===== src/rtl/ibusif_pf_if.sv =====
// ibusif_pf_if: instruction-side AHB-lite bundle between ibusif_pf (master) and its slave
interface ibusif_pf_if;
    logic [31:0] haddr;
    logic        hprot;
    logic [1:0]  hsize;
    logic        hwrite;
    logic [31:0] hwdata;
    logic        htrans;
    logic [31:0] hrdata;
    logic        hresp;
    logic        hready;
    modport master (output haddr, hprot, hsize, hwrite, hwdata, htrans, input hrdata, hresp, hready);
    modport slave (input haddr, hprot, hsize, hwrite, hwdata, htrans, output hrdata, hresp, hready);
endinterface


===== src/rtl/ibusif_pf.sv =====
// ibusif_pf: prefetching AHB-lite instruction fetcher feeding a halfword FIFO to pipeline stage 0
module ibusif_pf #(
    parameter int unsigned DEPTH_W    = 4,
    parameter logic [31:0] RESET_ADDR = 32'h0000_0000
) (
    input  logic             clk,
    input  logic             rst,
    input  logic             jmp_req,
    input  logic [31:0]      jmp_addr,
    input  logic             instr_fetch,
    input  logic [1:0]       instr_fetch_size,
    output logic [1:0]       instr_vld_size,
    output logic [31:0]      instr,
    output logic             instr_has_fault,
    ibusif_pf_if.master      bus
);
    localparam int unsigned NH = 2 * DEPTH_W;
    localparam int unsigned AW = $clog2(NH);

    logic [15:0]   hw_q [NH];
    logic [NH-1:0] flt_q;
    logic [AW-1:0] rd_q, wr_q, rd1, wr1;
    logic [AW:0]   cnt_q;
    logic [31:1]   fptr_q;
    logic          halt_q, dph_q, disc_q, half_q;
    logic          accept, complete, push;
    logic [1:0]    n_push, n_req, n_pop, vld_n;
    logic [AW+1:0] credit;
    logic          unused_bits;

    assign unused_bits = ^{instr_fetch_size[1], jmp_addr[0]};
    assign rd1 = rd_q + AW'(1);
    assign wr1 = wr_q + AW'(1);

    // A lone halfword left behind a fault is shown as 32-bit so the consumer drains it as faulted
    assign instr_vld_size = (cnt_q >= (AW+1)'(2) || (cnt_q == (AW+1)'(1) && halt_q)) ? 2'b10 :
                            cnt_q == (AW+1)'(1) ? 2'b01 : 2'b00;
    assign instr = {hw_q[rd1], hw_q[rd_q]};
    assign instr_has_fault = (cnt_q != '0 && flt_q[rd_q]) || (cnt_q >= (AW+1)'(2) && flt_q[rd1]);
    assign vld_n = instr_vld_size[1] ? 2'd2 : {1'b0, instr_vld_size[0]};

    // Credit reserves FIFO room for the data phase in flight plus the one about to be issued
    assign credit = (AW+2)'(cnt_q) + (AW+2)'({dph_q, 1'b0}) + (AW+2)'(2);
    assign bus.htrans = !rst && !halt_q && !jmp_req && credit <= (AW+2)'(NH);
    assign bus.haddr  = {fptr_q[31:2], 2'b00};
    assign bus.hprot  = 1'b0;
    assign bus.hsize  = 2'b10;
    assign bus.hwrite = 1'b0;
    assign bus.hwdata = 32'h0;

    assign accept   = bus.htrans && bus.hready;
    assign complete = dph_q && bus.hready;
    assign push     = complete && !disc_q && !halt_q && !jmp_req;
    assign n_push   = push ? (half_q ? 2'd1 : 2'd2) : 2'd0;
    assign n_req    = (instr_fetch && !jmp_req) ? (instr_fetch_size[0] ? 2'd1 : 2'd2) : 2'd0;
    assign n_pop    = (AW+1)'(n_req) > cnt_q ? cnt_q[1:0] : n_req;

    always_ff @(posedge clk) begin
        if (rst) begin
            rd_q   <= '0;
            wr_q   <= '0;
            cnt_q  <= '0;
            fptr_q <= RESET_ADDR[31:1];
            halt_q <= 1'b0;
            dph_q  <= 1'b0;
            disc_q <= 1'b0;
            half_q <= 1'b0;
        end else begin
            dph_q <= accept || (dph_q && !bus.hready);
            if (accept) begin
                disc_q <= 1'b0;
                half_q <= fptr_q[1];
            end else if (jmp_req) begin
                disc_q <= 1'b1;
            end
            if (jmp_req) begin
                rd_q   <= '0;
                wr_q   <= '0;
                cnt_q  <= '0;
                halt_q <= 1'b0;
                fptr_q <= jmp_addr[31:1];
            end else begin
                rd_q  <= rd_q + AW'(n_pop);
                wr_q  <= wr_q + AW'(n_push);
                cnt_q <= cnt_q + (AW+1)'(n_push) - (AW+1)'(n_pop);
                if (complete && bus.hresp && !disc_q) halt_q <= 1'b1;
                if (accept) fptr_q <= {fptr_q[31:2] + 30'd1, 1'b0};
            end
        end
    end

    // Low halfword first; an odd jump target skips the low half of its first word
    always_ff @(posedge clk) begin
        if (push) begin
            hw_q[wr_q]  <= half_q ? bus.hrdata[31:16] : bus.hrdata[15:0];
            flt_q[wr_q] <= bus.hresp;
            if (!half_q) begin
                hw_q[wr1]  <= bus.hrdata[31:16];
                flt_q[wr1] <= bus.hresp;
            end
        end
    end

    assert property (@(posedge clk) disable iff (rst) (instr_fetch && !jmp_req) |-> n_req <= vld_n);
endmodule


===== src/flat_wrapper.sv =====
// flat-port wrapper written by rule: the top's interface ports become plain ports
module ibusif_pf_flat 
#(
    parameter int unsigned DEPTH_W    = 4,
    parameter logic [31:0] RESET_ADDR = 32'h0000_0000
)
  (clk, rst, jmp_req, jmp_addr, instr_fetch, instr_fetch_size, instr_vld_size, instr, instr_has_fault, bus_haddr, bus_hprot, bus_hsize, bus_hwrite, bus_hwdata, bus_htrans, bus_hrdata, bus_hresp, bus_hready);
  ibusif_pf_if bus_i ();
  input  logic clk;
  input  logic rst;
  input  logic jmp_req;
  input  logic [31:0] jmp_addr;
  input  logic instr_fetch;
  input  logic [1:0] instr_fetch_size;
  output logic [1:0] instr_vld_size;
  output logic [31:0] instr;
  output logic instr_has_fault;
  output wire logic [$bits(bus_i.haddr)-1:0] bus_haddr;
  output wire logic [$bits(bus_i.hprot)-1:0] bus_hprot;
  output wire logic [$bits(bus_i.hsize)-1:0] bus_hsize;
  output wire logic [$bits(bus_i.hwrite)-1:0] bus_hwrite;
  output wire logic [$bits(bus_i.hwdata)-1:0] bus_hwdata;
  output wire logic [$bits(bus_i.htrans)-1:0] bus_htrans;
  input wire logic [$bits(bus_i.hrdata)-1:0] bus_hrdata;
  input wire logic [$bits(bus_i.hresp)-1:0] bus_hresp;
  input wire logic [$bits(bus_i.hready)-1:0] bus_hready;
  assign bus_haddr = bus_i.haddr;
  assign bus_hprot = bus_i.hprot;
  assign bus_hsize = bus_i.hsize;
  assign bus_hwrite = bus_i.hwrite;
  assign bus_hwdata = bus_i.hwdata;
  assign bus_htrans = bus_i.htrans;
  assign bus_i.hrdata = bus_hrdata;
  assign bus_i.hresp = bus_hresp;
  assign bus_i.hready = bus_hready;
  ibusif_pf #(.DEPTH_W(DEPTH_W), .RESET_ADDR(RESET_ADDR)) u_core (.clk(clk), .rst(rst), .jmp_req(jmp_req), .jmp_addr(jmp_addr), .instr_fetch(instr_fetch), .instr_fetch_size(instr_fetch_size), .instr_vld_size(instr_vld_size), .instr(instr), .instr_has_fault(instr_has_fault), .bus(bus_i));
endmodule

===== config.mk =====
export PLATFORM = sky130hd
export DESIGN_NAME = ibusif_pf_flat
export DESIGN_NICKNAME = d
export VERILOG_FILES = /design/src/rtl/ibusif_pf_if.sv /design/src/rtl/ibusif_pf.sv /design/src/flat_wrapper.sv
export SDC_FILE = /design/constraint.sdc
export NUM_CORES = 1
export LEC_CHECK = 0
export CORE_MARGIN = 3
export CORE_UTILIZATION = 40
export CTS_BUF_LIST = sky130_fd_sc_hd__clkbuf_4 sky130_fd_sc_hd__clkbuf_8
export CTS_CLUSTER_SIZE = 14
export DETAILED_ROUTE_END_ITERATION = 16
export PLACE_DENSITY = 0.61
export SETUP_SLACK_MARGIN = 0.02
export SYNTH_ARGS = -nofsm -noshare
export SYNTH_HDL_FRONTEND = slang
export SYNTH_SLANG_ARGS = --single-unit

===== constraint.sdc =====
create_clock -name clk -period 5 [get_ports clk]
set_input_delay 1.25 -clock clk [delete_from_list [all_inputs] [get_ports clk]]
set_output_delay 1.25 -clock clk [all_outputs]
set_load 0.05 [all_outputs]

## Yosys cells after proc, flatten, opt, wreduce, memory -nomap -nowiden

Memories as Yosys holds them, arrays and structs flattened. A register that Yosys moved wholly into a read port is not among the register bits.
Index checks and enable logic that the tools add are counted.

- Flip-flop bits (word level): 53
- RAM bits: 128
- Bits of input ports: 72
- Output and inout bits: 104
- Logic and storage cells: 85
- Memories kept: 1

- Add/subtract/negate cells: 9
- Order comparisons: 9
- Eq/ne operators: 1
- Mux-type cells: 27
- Reduce and logical (&&, ||, !) cells: 29

Memory list:

| memory | depth | width | read ports | clocked after memory_dff | write ports | line | text |
|---|---|---|---|---|---|---|---|
| u_core.hw_q | 8 | 16 | 2 | 1 | 2 | ibusif_pf.sv:20 | `logic [15:0] hw_q [NH];` |

Operators by type and width:

| kind | number |
|---|---|
| $mux W31 | 2 |
| $add A30 B1 Y30 const B | 1 |
| $logic_and A1 B1 Y1 | 17 |
| $bwmux W8 | 2 |
| $lt A3 B4 Y1 const B | 4 |
| $mux W16 | 1 |
| $mux W2 | 6 |
| $mux W1 | 10 |
| $mux W8 | 1 |
| $add A3 B1 Y3 const B | 2 |
| $add A3 B2 Y3 | 2 |
| $bmux W1 S3 | 2 |
| $demux W1 S3 | 2 |
| $ge A3 B1 Y1 const B | 2 |
| $add A4 B2 Y5 | 1 |
| $add A5 B2 Y5 const B | 1 |
| $le A5 B4 Y1 const B | 1 |
| $logic_not A1 Y1 | 5 |
| $add A4 B2 Y4 | 1 |
| $eq A4 B1 Y1 const B | 1 |
| $ge A4 B2 Y1 const B | 1 |
| $gt A2 B4 Y1 | 1 |
| $reduce_bool A4 Y1 | 1 |
| $reduce_or A2 Y1 | 2 |
| other kinds (4) | 6 |

## Depth between registers and ports, before layout

Gate-level depths: netlist (run 1).

- Word-level depth: 7
- Gate-level depth with buffers: 17
- Mapped depth without buffers: 15

## Least setup slack after synthesis (run 1)

OpenSTA, ideal clock, no wires.

- Path kind: in2reg
- From: input jmp_req
- To: register u_core.cnt_q[3]
- Library setup time: 0.126 ns
- Arrival time: 4.058 ns
- Required time: 4.874 ns
- Path slack: 0.815 ns
- Stages on the path: 16
- Path buffers: 2
- Cell sequence: buf_6 inv_2 clkbuf_1 nand3_1 ha_1 inv_1 a21oi_1 a211o_1 o21ai_0 fa_1 inv_1 ha_1 a21o_1 a21oi_1 xnor2_1 nor2_1

- Word-level cells in the longest chain between the ends: 6
- Elaborated cells between the ends (all ways): 10

RTL lines:

| what | line | text |
|---|---|---|
| start: declaration | flat_wrapper.sv:11 | `input logic jmp_req;` |
| $logic_not A1 Y1 | ibusif_pf.sv:53, ibusif_pf.sv:55 |  |
| $logic_and A1 B1 Y1 | ibusif_pf.sv:55 | `assign n_req = (instr_fetch && !jmp_req) ? (instr_fetch_size[0] ? 2'd1 : 2'd2) : 2'd0;` |
| $mux W2 | ibusif_pf.sv:55 |  |
| $gt A2 B4 Y1 | ibusif_pf.sv:56 | `assign n_pop = (AW+1)'(n_req) > cnt_q ? cnt_q[1:0] : n_req;` |
| $mux W2 | ibusif_pf.sv:56 |  |
| $sub A4 B2 Y4 | ibusif_pf.sv:85 | `cnt_q <= cnt_q + (AW+1)'(n_push) - (AW+1)'(n_pop);` |
| end signal: assignment | ibusif_pf.sv:85 |  |
| end: declaration | ibusif_pf.sv:23 | `logic [AW:0] cnt_q;` |

Several ways; a longest one is shown, not always the timed one.
A chain may end at the register's enable or synchronous reset.

## Worst setup path in the final report (run 1)

- From: register u_core.rd_q[0]
- To: output instr[21]

- Word-level cells in the longest chain between the ends: 2

RTL lines:

| what | line | text |
|---|---|---|
| start: declaration | ibusif_pf.sv:22 | `logic [AW-1:0] rd_q, wr_q, rd1, wr1;` |
| start signal: assignment | ibusif_pf.sv:83 | `rd_q <= rd_q + AW'(n_pop);` |
| $add A3 B1 Y3 | ibusif_pf.sv:32 | `assign rd1 = rd_q + AW'(1);` |
| $mem_v2 Z8 W16 | n/a |  |
| end: declaration | flat_wrapper.sv:16 | `output logic [31:0] instr;` |

Every way passes these cells.

==> results of run 1 <==
==> placed cells by master, fill, tap and decap left out, drive strengths merged, types with 11 or more instances in the layout <==
cell,n
nand2,27
mux2,184
ha,17
edfxtp,136
nor3,15
mux4,68
a211oi,17
conb,38
clkbuf,18
clkdlybuf4s50,134
inv,34
nor4,11
a21oi,18
dfxtp,45
xnor2,18
buf,26
nor2,52
==> worst register-to-register path: stages, from the launching register on <==
cell and delay, ps:
sky130_fd_sc_hd__dfxtp_1 390, sky130_fd_sc_hd__inv_1 130, sky130_fd_sc_hd__ha_1 320, sky130_fd_sc_hd__a21oi_1 70, sky130_fd_sc_hd__a211o_1 310, sky130_fd_sc_hd__o21ai_0 410
sky130_fd_sc_hd__fa_1 550, sky130_fd_sc_hd__inv_1 90, sky130_fd_sc_hd__ha_1 220, sky130_fd_sc_hd__a21o_1 160, sky130_fd_sc_hd__a21oi_1 170, sky130_fd_sc_hd__xnor2_1 140
sky130_fd_sc_hd__nor2_1 50
==> power groups by stage <==
stage                     Clock (mW)  Sequential (mW)  Combinational, mW
after detailed placement           0             1.70              0.654
after CTS                       1.03             1.67              0.658
after global routing            1.09             1.67              0.703
after floorplan                    0             1.69              0.504
after global placement             0             1.70              0.651
final                          0.994             1.67              0.654
==> metal layers <==
layer | global-route usage [%] | part of all wire (%) | vias up
met1 | 24.86 | 44 | 3634
met5 | 0 | 0 | -
li1 | - | - | 3405
met3 | 4.476 | 5.8 | 21
met4 | 4.289 | 1.1 | 0
met2 | 30.62 | 49 | 207
==> logic make-up after synthesis <==
logic type                 count (synthesis)  synth area share, %
and+or+nand+nor                          159                7.842
other                                      2              0.06574
DFF                                      181                43.64
xor gates and xnor gates                  25                1.917
adders and majority gates                 21                2.563
muxes                                    256                31.89
buffers and inverters                    145                7.820
AOI/OAI and AO/OA                         71                4.261
==> sequential cells by signal (all words and copies together) (netlist names), named ones only <==
signal         flops
u_core.cnt_q       4
u_core.disc_q      1
u_core.flt_q       8
u_core.fptr_q     31
u_core.half_q      1
u_core.halt_q      1
u_core.hw_q      128
u_core.rd_q        3
u_core.wr_q        3
==> worst paths after layout <==
kind | start | end | slack (ps) | depth (start not counted)
setup / recovery | u_core.rd_q[0] | instr[21] | 400 | 5
hold / removal | u_core.fptr_q[1] | u_core.fptr_q[1] | 510 | 2
setup reg to reg | u_core.cnt_q[1] | u_core.cnt_q[3] | 1900 | 12
hold reg to reg | u_core.fptr_q[1] | u_core.fptr_q[1] | 510 | 2
==> stage by stage <==
stage               hold WS [ps]  std cells
floorplan                  461.2        896
global placement           489.9       1316
detailed placement         496.4       1316
CTS                        509.2       1348
global route               556.8       1348
finish                     511.4       1348
==> cell type report <==
| cell class | count | share of cell area (%) |
|---|---|---|
| Multi-Input combinational cell | 570 | 43.06 |
| Sequential cell | 181 | 37.75 |
| Timing Repair Buffer | 160 | 11.81 |
| Tap cell | 378 | 3.579 |
| Clock buffer | 18 | 1.827 |
| Clock inverter | 14 | 1.202 |
| Inverter | 27 | 0.7668 |
==> metrics.txt, run 1 <==
# TYPE chip_impl_metric gauge
chip_impl_metric{name="power.static_leakage",unit="nW"} 4.357
chip_impl_info{name="synth_top_cells_by_area",value="sky130_fd_sc_hd__edfxtp_1, sky130_fd_sc_hd__mux2_2, sky130_fd_sc_hd__mux4_2, sky130_fd_sc_hd__dfxtp_1, sky130_fd_sc_hd__buf_4"} 1
chip_impl_info{name="setup.worst_path.start_class",value="flip-flop"} 1
chip_impl_metric{name="synth-edff-count",unit=""} 136
chip_impl_metric{name="register_area",unit="um^2"} 4990
chip_impl_metric{name="finalHoldViolations",unit=""} 0
chip_impl_metric{name="multi_input_gate_area",unit="um^2"} 5690
chip_impl_metric{name="grt_pass1_vias",unit=""} 7427
chip_impl_info{name="setup_repair_after_global_routing_missed_its_margin",value="false"} 1
chip_impl_metric{name="min_period_over_period",unit="%"} 92.03
chip_impl_info{name="netlist_top_cells_count",value="sky130_fd_sc_hd__mux2_2, sky130_fd_sc_hd__edfxtp_1, sky130_fd_sc_hd__buf_4"} 1
chip_impl_info{name="path_category_of_the_worst_min_delay_check",value="flip-flop to flip-flop"} 1
chip_impl_metric{name="timing.final.ws_setup",unit="ps"} 398.5
chip_impl_metric{name="core.rowCount",unit=""} 61
chip_impl_metric{name="seq_power_share",unit="%"} 50.3
chip_impl_info{name="clk_root_buffer_cell",value="sky130_fd_sc_hd__clkbuf_8"} 1
chip_impl_metric{name="dr.first_iter.drc_count",unit=""} 470
chip_impl_metric{name="post_synth_num_cell_types",unit=""} 60
chip_impl_metric{name="worstPathMaxFanout",unit=""} 26
chip_impl_metric{name="detailedPlacementHpwl",unit="um"} 18180
chip_impl_metric{name="drive_above_1_share",unit="%"} 33.81
chip_impl_info{name="crit_path_capture_type",value="primary output"} 1
chip_impl_info{name="predominant_post_synthesis_flop_cell",value="sky130_fd_sc_hd__edfxtp_1"} 1
chip_impl_metric{name="synth.cell_area",unit="um^2"} 11420
chip_impl_metric{name="power",unit="mW"} 3.315
chip_impl_metric{name="post-synth-top-area-fraction",unit="%"} 35.75
chip_impl_metric{name="max_clock_freq",unit="GHz"} 0.2173
chip_impl_metric{name="placement.io_buffers",unit=""} 135
chip_impl_metric{name="p_switching",unit="mW"} 1.024
chip_impl_metric{name="tns",unit="ps"} 0
chip_impl_metric{name="finalInstanceArea",unit="um^2"} 13220
chip_impl_metric{name="internal_power",unit="mW"} 2.291
chip_impl_metric{name="num-fill-cells",unit=""} 2557
chip_impl_metric{name="die-width",unit="um"} 175.0
chip_impl_metric{name="worst_slew_pin_slew",unit="ps"} 762.7
chip_impl_metric{name="cts_buffers",unit=""} 17
chip_impl_metric{name="insertion_delay",unit="ps"} 470
chip_impl_metric{name="synth_area_per_cell",unit="um^2"} 13.28
chip_impl_metric{name="switching_share",unit="%"} 30.90
chip_impl_metric{name="cts_num_sinks",unit=""} 181
chip_impl_metric{name="grt_start_max_net_pins",unit=""} 54
chip_impl_metric{name="floorplan.core_area",unit="um^2"} 27930
chip_impl_metric{name="synth-seq-cells",unit=""} 181
chip_impl_info{name="crit_type",value="flip-flop to primary output"} 1
chip_impl_metric{name="dieArea",unit="um^2"} 30620
chip_impl_metric{name="cts_setup_buffers",unit=""} 0
chip_impl_metric{name="detail_route.wl_per_cell",unit="um"} 20.83
chip_impl_metric{name="timing.max_cap.violations",unit=""} 0
chip_impl_metric{name="asyncSetResetFlopFracSynth",unit="%"} 0
chip_impl_metric{name="drt_wl_total",unit="um"} 28080
chip_impl_metric{name="layout.nets",unit=""} 1050
chip_impl_info{name="tritoncts",value="built"} 1
chip_impl_metric{name="vertical_die_dimension",unit="um"} 175.0
chip_impl_metric{name="cp_slowest_stage_delay",unit="ps"} 710
chip_impl_metric{name="start_util",unit="%"} 40.89
chip_impl_metric{name="detail_route.drc_violations",unit=""} 0
chip_impl_metric{name="global_route.overflow_total",unit=""} 0
chip_impl_metric{name="netlist_instances",unit=""} 860
chip_impl_info{name="synth_top_area_cell",value="sky130_fd_sc_hd__edfxtp_1"} 1
chip_impl_metric{name="via_per_inst",unit=""} 5.391
chip_impl_metric{name="grt_use_total",unit="%"} 18.53
chip_impl_metric{name="post-route-min-period",unit="ps"} 4601
chip_impl_metric{name="cts_max_level",unit=""} 4
chip_impl_metric{name="cts_hold_buf",unit=""} 0
chip_impl_metric{name="timing.final.max_slew_violations",unit=""} 0
chip_impl_info{name="worst_path_dominant_cell_family",value="buffers and inverters"} 1
chip_impl_info{name="outcome",value="completed"} 1
chip_impl_metric{name="post_dp_cell_area",unit="um^2"} 12820
chip_impl_metric{name="slew_headroom",unit="%"} 48.68
chip_impl_metric{name="final.setup_skew",unit="ps"} 20.36
chip_impl_metric{name="gp_congestion",unit=""} 0.7894
chip_impl_metric{name="report.final.setup_viol",unit=""} 0
chip_impl_metric{name="area_added_between_synthesis_and_finish",unit="%"} 15.70
chip_impl_metric{name="path_clk_slew",unit="ps"} 110
chip_impl_metric{name="fin_util",unit="%"} 47.31
chip_impl_metric{name="deepest_clock_path_buffer_count",unit=""} 2
chip_impl_metric{name="cp_data_arrival_time",unit="ps"} 3350
chip_impl_metric{name="timing.critical_path.buf_inv",unit=""} 2
chip_impl_metric{name="yosysWarningCount",unit=""} 0
chip_impl_metric{name="detailed_route_via_count",unit=""} 7267
chip_impl_metric{name="antenna-diode-count",unit=""} 0
chip_impl_metric{name="clkPwrFrac",unit="%"} 30.0
chip_impl_metric{name="drt_pass1_iterations",unit=""} 4
chip_impl_info{name="yosys.cell_count.top_type",value="sky130_fd_sc_hd__mux2_2"} 1
chip_impl_metric{name="vdd_ir_drop_max",unit="mV"} 0.1191
chip_impl_info{name="worstPathCellList",value="ha_2 -> buf_12 -> mux4_2 -> mux2_2 -> clkdlybuf4s50_1"} 1
chip_impl_metric{name="grt_first_pass_wirelength",unit="um"} 43660
chip_impl_metric{name="grt_antenna_before_repair",unit=""} 0
chip_impl_metric{name="comb_power_share",unit="%"} 19.7
chip_impl_metric{name="detail-route-antenna-nets",unit=""} 0
chip_impl_metric{name="worst_ep_required_time",unit="ps"} 3750
chip_impl_metric{name="synth_seq_area_share",unit="%"} 43.64
chip_impl_metric{name="post-place-ws",unit="ps"} 303.7
chip_impl_metric{name="floorplan.io_pins",unit=""} 176
chip_impl_info{name="crit_path_top_delay_cell",value="sky130_fd_sc_hd__clkdlybuf4s50_1"} 1
chip_impl_metric{name="power-per-cell-area",unit="nW/um^2"} 250.8
chip_impl_metric{name="post_cts_resize_count",unit=""} 0
Power figures use the tool's default switching activity.
==> inputs of run 2 (changes only) <==
--- a/config.mk
+++ b/config.mk
@@ -5,6 +5,7 @@
 export SDC_FILE = /design/constraint.sdc
 export NUM_CORES = 1
 export LEC_CHECK = 0
+export ABC_AREA = 1
 export CORE_MARGIN = 3
 export CORE_UTILIZATION = 40
 export CTS_BUF_LIST = sky130_fd_sc_hd__clkbuf_4 sky130_fd_sc_hd__clkbuf_8
==> run 2 against run 1 <==
Against the previous run:
- area after synthesis increased by 5.6%
- via count increased by 48%
- power is 52% higher
- hold slack worse by 37 ps
- register-to-register slack hardly changed
- design area up 4.3%
- core utilization down 0.17 points
- die area grew 5.4%
- first-iteration DRC count rose by 92%
- sequential power grew 4%
- maximum frequency is 3.6% higher
- clock-buffer cell count stayed put
- critical path type unchanged
- largest power group is now combinational logic
==> metrics.txt, run 2 <==
# TYPE chip_impl_metric gauge
chip_impl_metric{name="antenna-diode-count",unit=""} 0
chip_impl_metric{name="p_switching",unit="mW"} 2.184
chip_impl_metric{name="floorplan.core_area",unit="um^2"} 29250
chip_impl_metric{name="dieArea",unit="um^2"} 32280
chip_impl_metric{name="post-synth-top-area-fraction",unit="%"} 33.86
chip_impl_info{name="predominant_post_synthesis_flop_cell",value="sky130_fd_sc_hd__edfxtp_1"} 1
chip_impl_metric{name="vdd_ir_drop_max",unit="mV"} 0.1814
chip_impl_info{name="clk_root_buffer_cell",value="sky130_fd_sc_hd__clkbuf_8"} 1
chip_impl_metric{name="num-fill-cells",unit=""} 2836
chip_impl_info{name="whs_endpoint",value="u_core.fptr_q[1]"} 1
chip_impl_metric{name="synth_area_per_cell",unit="um^2"} 7.497
chip_impl_metric{name="cts_buffers",unit=""} 17
chip_impl_metric{name="post_synth_num_cell_types",unit=""} 44
chip_impl_info{name="setup_repair_after_global_routing_missed_its_margin",value="false"} 1
chip_impl_metric{name="grt_start_max_net_pins",unit=""} 121
chip_impl_info{name="mostFrequentLayoutCells",value="sky130_fd_sc_hd__nand2_1, sky130_fd_sc_hd__o21ai_0, sky130_fd_sc_hd__nor2_1, sky130_fd_sc_hd__inv_1, sky130_fd_sc_hd__edfxtp_1"} 1
chip_impl_metric{name="comb_power_share",unit="%"} 45.8
chip_impl_metric{name="grt_use_total",unit="%"} 21.54
chip_impl_metric{name="timing.max_cap.violations",unit=""} 0
chip_impl_info{name="tritoncts",value="built"} 1
chip_impl_info{name="path_category_of_the_worst_min_delay_check",value="flip-flop to flip-flop"} 1
chip_impl_metric{name="worst_ep_required_time",unit="ps"} 3750
chip_impl_metric{name="reg2reg_depth",unit=""} 15
chip_impl_metric{name="detailedPlacementHpwl",unit="um"} 23720
chip_impl_metric{name="seq_power_share",unit="%"} 34.2
chip_impl_metric{name="final.setup_skew",unit="ps"} 19.59
chip_impl_metric{name="worst_slew_pin_slew",unit="ps"} 1090
chip_impl_info{name="top_registers",value="u_core.hw_q x128, u_core.fptr_q x31, u_core.flt_q x8"} 1
chip_impl_info{name="crit_type",value="flip-flop to primary output"} 1
chip_impl_metric{name="cts_num_sinks",unit=""} 181
chip_impl_metric{name="numPlacedInstances",unit=""} 2027
chip_impl_metric{name="asyncSetResetFlopFracSynth",unit="%"} 0
chip_impl_info{name="yosys.cell_count.top_type",value="sky130_fd_sc_hd__nand2_1"} 1
chip_impl_metric{name="largest_register_ff_count",unit=""} 128
chip_impl_metric{name="finalInstanceArea",unit="um^2"} 13790
chip_impl_metric{name="grt_antenna_before_repair",unit=""} 6
chip_impl_metric{name="drt_wl_total",unit="um"} 35510
chip_impl_info{name="synth_top_cells_by_area",value="sky130_fd_sc_hd__edfxtp_1, sky130_fd_sc_hd__nand2_1, sky130_fd_sc_hd__dfxtp_1, sky130_fd_sc_hd__o21ai_0, sky130_fd_sc_hd__a21oi_1"} 1
chip_impl_metric{name="yosysWarningCount",unit=""} 0
chip_impl_info{name="largest-register",value="u_core.hw_q"} 1
chip_impl_info{name="setup.worst_path.start_class",value="flip-flop"} 1
chip_impl_metric{name="timing.final.max_slew_violations",unit=""} 0
chip_impl_metric{name="synth_seq_area_share",unit="%"} 41.32
chip_impl_metric{name="worstPathMaxFanout",unit=""} 46
chip_impl_metric{name="gp_congestion",unit=""} 0.8532
chip_impl_metric{name="grt_pass1_vias",unit=""} 10150
chip_impl_info{name="crit-reg2reg-launch",value="u_core.cnt_q[1]"} 1
chip_impl_metric{name="power-per-cell-area",unit="nW/um^2"} 366.6
chip_impl_metric{name="core.rowCount",unit=""} 62
chip_impl_metric{name="start_util",unit="%"} 41.25
chip_impl_metric{name="via_per_inst",unit=""} 5.238
chip_impl_metric{name="switching_share",unit="%"} 43.21
chip_impl_metric{name="min_period_over_period",unit="%"} 88.87
chip_impl_metric{name="instances_no_fill",unit=""} 2059
chip_impl_metric{name="clkPwrFrac",unit="%"} 20.1
chip_impl_metric{name="post-route-min-period",unit="ps"} 4444
chip_impl_metric{name="synth-edff-count",unit=""} 136
chip_impl_metric{name="global_route.overflow_total",unit=""} 0
chip_impl_metric{name="drive_above_1_share",unit="%"} 8.299
chip_impl_metric{name="detailed_route_via_count",unit=""} 10790
chip_impl_metric{name="cts_max_level",unit=""} 4
chip_impl_metric{name="report.final.setup_viol",unit=""} 0
chip_impl_info{name="synth_top_area_cell",value="sky130_fd_sc_hd__edfxtp_1"} 1
chip_impl_metric{name="power.static_leakage",unit="nW"} 5.459
chip_impl_info{name="reg2reg_to",value="u_core.cnt_q[3]"} 1
chip_impl_metric{name="min_delay_path_depth",unit=""} 2
chip_impl_metric{name="internal_power",unit="mW"} 2.871
chip_impl_metric{name="area_added_between_synthesis_and_finish",unit="%"} 14.28
chip_impl_metric{name="cts_hold_buf",unit=""} 0
chip_impl_info{name="layout.cells.most_common",value="sky130_fd_sc_hd__nand2_1"} 1
chip_impl_metric{name="vertical_die_dimension",unit="um"} 179.7
chip_impl_metric{name="synth-seq-cells",unit=""} 181
chip_impl_metric{name="deepest_clock_path_buffer_count",unit=""} 2
chip_impl_metric{name="placement.io_buffers",unit=""} 135
chip_impl_metric{name="finalHoldViolations",unit=""} 0
chip_impl_metric{name="netlist_instances",unit=""} 1609
chip_impl_metric{name="max_clock_freq",unit="GHz"} 0.2250
chip_impl_metric{name="detail_route.wl_per_cell",unit="um"} 17.25
chip_impl_metric{name="post_cts_resize_count",unit=""} 0
chip_impl_metric{name="drt_pass1_iterations",unit=""} 5
chip_impl_metric{name="synth.cell_area",unit="um^2"} 12060
chip_impl_info{name="crit_path_capture_type",value="primary output"} 1
chip_impl_metric{name="layout.nets",unit=""} 1755
chip_impl_metric{name="path_clk_slew",unit="ps"} 100
chip_impl_metric{name="slew_headroom",unit="%"} 27.37
chip_impl_metric{name="reg2reg_slack",unit="ps"} 1890
chip_impl_metric{name="detail-route-antenna-nets",unit=""} 0
chip_impl_metric{name="floorplan.io_pins",unit=""} 176
chip_impl_metric{name="post_dp_cell_area",unit="um^2"} 13390
chip_impl_metric{name="detail_route.drc_violations",unit=""} 0
chip_impl_metric{name="grt_first_pass_wirelength",unit="um"} 56210
chip_impl_metric{name="dr.first_iter.drc_count",unit=""} 902
chip_impl_info{name="hold_start",value="u_core.fptr_q[1]"} 1
chip_impl_metric{name="cp_data_arrival_time",unit="ps"} 3190
chip_impl_metric{name="cts_setup_buffers",unit=""} 0
chip_impl_info{name="outcome",value="completed"} 1
chip_impl_info{name="netlist_top_cells_count",value="sky130_fd_sc_hd__nand2_1, sky130_fd_sc_hd__o21ai_0, sky130_fd_sc_hd__inv_1, sky130_fd_sc_hd__nor2_1, sky130_fd_sc_hd__edfxtp_1"} 1
chip_impl_metric{name="tns",unit="ps"} 0
chip_impl_metric{name="die-width",unit="um"} 179.7
chip_impl_metric{name="insertion_delay",unit="ps"} 480
-- run 2: worst max path at each step --
stage / startpoint / end / slack, ps / cells past startpoint
after floorplan: jmp_req / u_core.cnt_q[3] / 830 / 16
after global placement: jmp_req / u_core.cnt_q[3] / 570 / 18
after detailed placement: jmp_req / u_core.cnt_q[3] / 470 / 18
after CTS: u_core.rd_q[0] / instr[21] / 560 / 7
after global routing: u_core.rd_q[0] / instr[23] / 320 / 7
final: u_core.rd_q[0] / instr[21] / 560 / 7
-- run 2: area by class of cell --
| type | instances | area [um^2] | share of cell area [%] |
|---|---|---|---|
| multi-input combinational | 1144 | 5644 | 40.94 |
| sequential | 181 | 4989 | 36.19 |
| timing repair buffer | 159 | 1674 | 12.14 |
| inverter | 159 | 598.1 | 4.338 |
| tap | 384 | 480.5 | 3.485 |
| clock buffer | 18 | 241.5 | 1.752 |
| clock inverter | 14 | 158.9 | 1.153 |
-- run 2: critical path, stage by stage, from the launching register on --
cell	delay (ps)
sky130_fd_sc_hd__dfxtp_4	450
sky130_fd_sc_hd__ha_2	960
sky130_fd_sc_hd__buf_4	380
sky130_fd_sc_hd__o21ai_0	110
sky130_fd_sc_hd__o21ai_0	200
sky130_fd_sc_hd__nor2_1	60
sky130_fd_sc_hd__a31oi_1	340
sky130_fd_sc_hd__buf_12	190
-- run 2: kinds of logic after synthesis --
| kind of cell | synth area share [%] |
|---|---|
| other | 0.06226 |
| AND/OR/NAND/NOR | 20.18 |
| adder cells (fa/ha/maj) | 2.427 |
| XOR/XNOR | 1.079 |
| AO/OA/AOI/OAI | 21.65 |
| buffers and inverters | 13.28 |
| flip-flops | 41.32 |
-- run 2: stage by stage --
stage	utilization (%)	hold slack (ps)	total power, mW	setup WS (ps)
floorplan	-	436.9	3.316	829.5
global placement	45.77	446.0	4.033	571.2
detailed placement	45.77	455.4	4.072	468.7
CTS	47.14	469.5	5.069	555.8
global route	47.14	483.5	5.353	318.5
finish	47.14	474.0	5.054	556.3
-- run 2: per-layer routing --
metal	track usage [%]	wire [um]	up-vias	part of all wire [%]
met5	0	84	-	0.24
met2	35.67	16560	375	47
met1	28.49	15670	4938	44
met4	5.724	623	12	1.8
met3	5.032	2568	55	7.2
li1	-	-	5405	-
-- run 2: power groups by stage --
| stage | registers (mW) | logic (mW) | clock network, mW |
|---|---|---|---|
| floorplan | 1.74 | 1.58 | 0 |
| global placement | 1.76 | 2.27 | 0 |
| detailed placement | 1.76 | 2.31 | 0 |
| CTS | 1.73 | 2.32 | 1.03 |
| global route | 1.73 | 2.53 | 1.09 |
| finish | 1.73 | 2.31 | 1.01 |
==> variant: new RTL, settings of run 2 <==
`DEPTH_W` is set to 4 in 2 places; all go to 2.
--- a/src/rtl/ibusif_pf.sv
+++ b/src/rtl/ibusif_pf.sv
@@ -2,3 +2,3 @@
 module ibusif_pf #(
-    parameter int unsigned DEPTH_W    = 4,
+    parameter int unsigned DEPTH_W    = 2,
     parameter logic [31:0] RESET_ADDR = 32'h0000_0000
--- a/src/flat_wrapper.sv
+++ b/src/flat_wrapper.sv
@@ -3,3 +3,3 @@
 #(
-    parameter int unsigned DEPTH_W    = 4,
+    parameter int unsigned DEPTH_W    = 2,
     parameter logic [31:0] RESET_ADDR = 32'h0000_0000
Behaviour: not the same (Yosys sat finds a counterexample within 4 cycles, from zero or initial values and one cycle with rst high).
==> variant against run 2 <==
Fmax increased by 4.1%. Cell area decreased by 37%. Area after synthesis decreased by 39%. Sequential cell count decreased by 71. Power decreased by 36%. Setup slack improved by 180 ps. Routed wire length decreased by 43%. Sequential share of layout area decreased by 3.2 points. Critical endpoint is now instr[31]. Largest cell class unchanged.
==> variant: results (changes against run 2) <==
stage,metric,value,unit,change
sta,skew,10.42,ps,was 19.59 ps
global_routing,grt_pass1_vias,6317,,was 10150
finish,buffers,148,,was 159
routing,wl_per_cell,15.08,um,was 17.25 um
finish,final-clk-cell-share,2.564,%,was 2.904%
critical_path,critPathMaxFanout,53,,was 46
clock_network,htreeDepth,3,,was 4
critical_path,reg2reg_depth,11,,was 15
logic_synthesis,avgSynthCellArea,7.177,um2,was 7.497 um2
logic_synthesis,synth_compound_area_share,18.62,%,was 21.65%
clock_network,numCtsBuffers,9,,was 17
pwr,ir_worst_vdd,0.0002527,V,was 0.0001814 V
global_routing,grt_max_degree,54,,was 121
finish,final_area,8733,um2,was 13790 um2
finish,fillers,1815,,was 2836
placement,dp_slack,528.6,ps,was 468.7 ps
global_routing,grt_use_total,20.23,%,was 21.54%
finish,inverters,114,,was 159
sta,worstMarginPinSlew,1073,ps,was 1090 ps
finish,n_sequential_cell,110,,was 181
routing,dr_total_vias,6679,,was 10790
routing,via_per_inst,4.977,,was 5.238
pwr,clock_power,628,uW,was 1010 uW
sta,fmaxAchievable,0.2343,GHz,was 0.2250 GHz
placement,place_area,8509,um2,was 13390 um2
finish,multi_input_gates,725,,was 1144
critical_path,cp_slowest_stage_delay,830,ps,was 960 ps
logic_synthesis,synth_xor_area_share,1.187,%,was 1.079%
finish,buffer_area_share,16.70,%,was 12.14%
logic_synthesis,synth-edff-count,68,,was 136
logic_synthesis,ys_types,41,,was 44
logic_synthesis,synth_common_cells,"nand2_1 (223), o21ai_0 (145), inv_1 (109)",,"was nand2_1 (337), o21ai_0 (167), inv_1 (153), nor2_1 (153), edfxtp_1 (136)"
outcome,status,"finished, final reports clean",,unchanged
placement,dpl.hpwl,14550,um,was 23720 um
finish,multi_input_area_share,39.46,%,was 40.94%
placement,place_congestion,0.8754,,was 0.8532
global_routing,antenna_found_initial,2,,was 6
pwr,p_comb,1550,uW,was 2310 uW
logic_synthesis,synth_seq_area_share,39.07,%,was 41.32%
critical_path,setup.worst_path.end,instr[31],,was instr[21]
critical_path,r2r_end,u_core.cnt_q[2],,was u_core.cnt_q[3]
-- variant: cell count changes in the layout (fill, tap and decap cells not counted), sizes merged, moves of 7 or more --
cell           before  now
nand2             340  228
a31oi              36    4
o21ai             295  177
buf                57   14
clkinv              8    1
nor2              164   94
o211ai             19    5
ha                 17    9
edfxtp            136   68
inv               164  115
clkbuf             18   10
clkdlybuf4s50     102  134
a21oi             128   73
-- variant: kinds of logic after synthesis --
kind of cell / count (synthesis)
other cells: 2
simple gates: 402
buf+inv: 229
fa+ha+maj: 11
flops: 110
compound gates: 264
xor+xnor: 10
-- variant: metal layers --
metal | share of wire, % | vias to the layer above | global-route usage [%]
met5 | 0.10 | - | 0
met4 | 2.2 | 4 | 6.869
met3 | 6.4 | 32 | 4.348
met2 | 48 | 196 | 34.10
met1 | 44 | 3010 | 25.76
li1 | - | 3437 | -
-- variant: worst max-delay path: cells and delay by family, from the launching register on --
kind	cells	cell delay, ps
flops	1	660
buf+inv	3	1580
compound gates	3	380
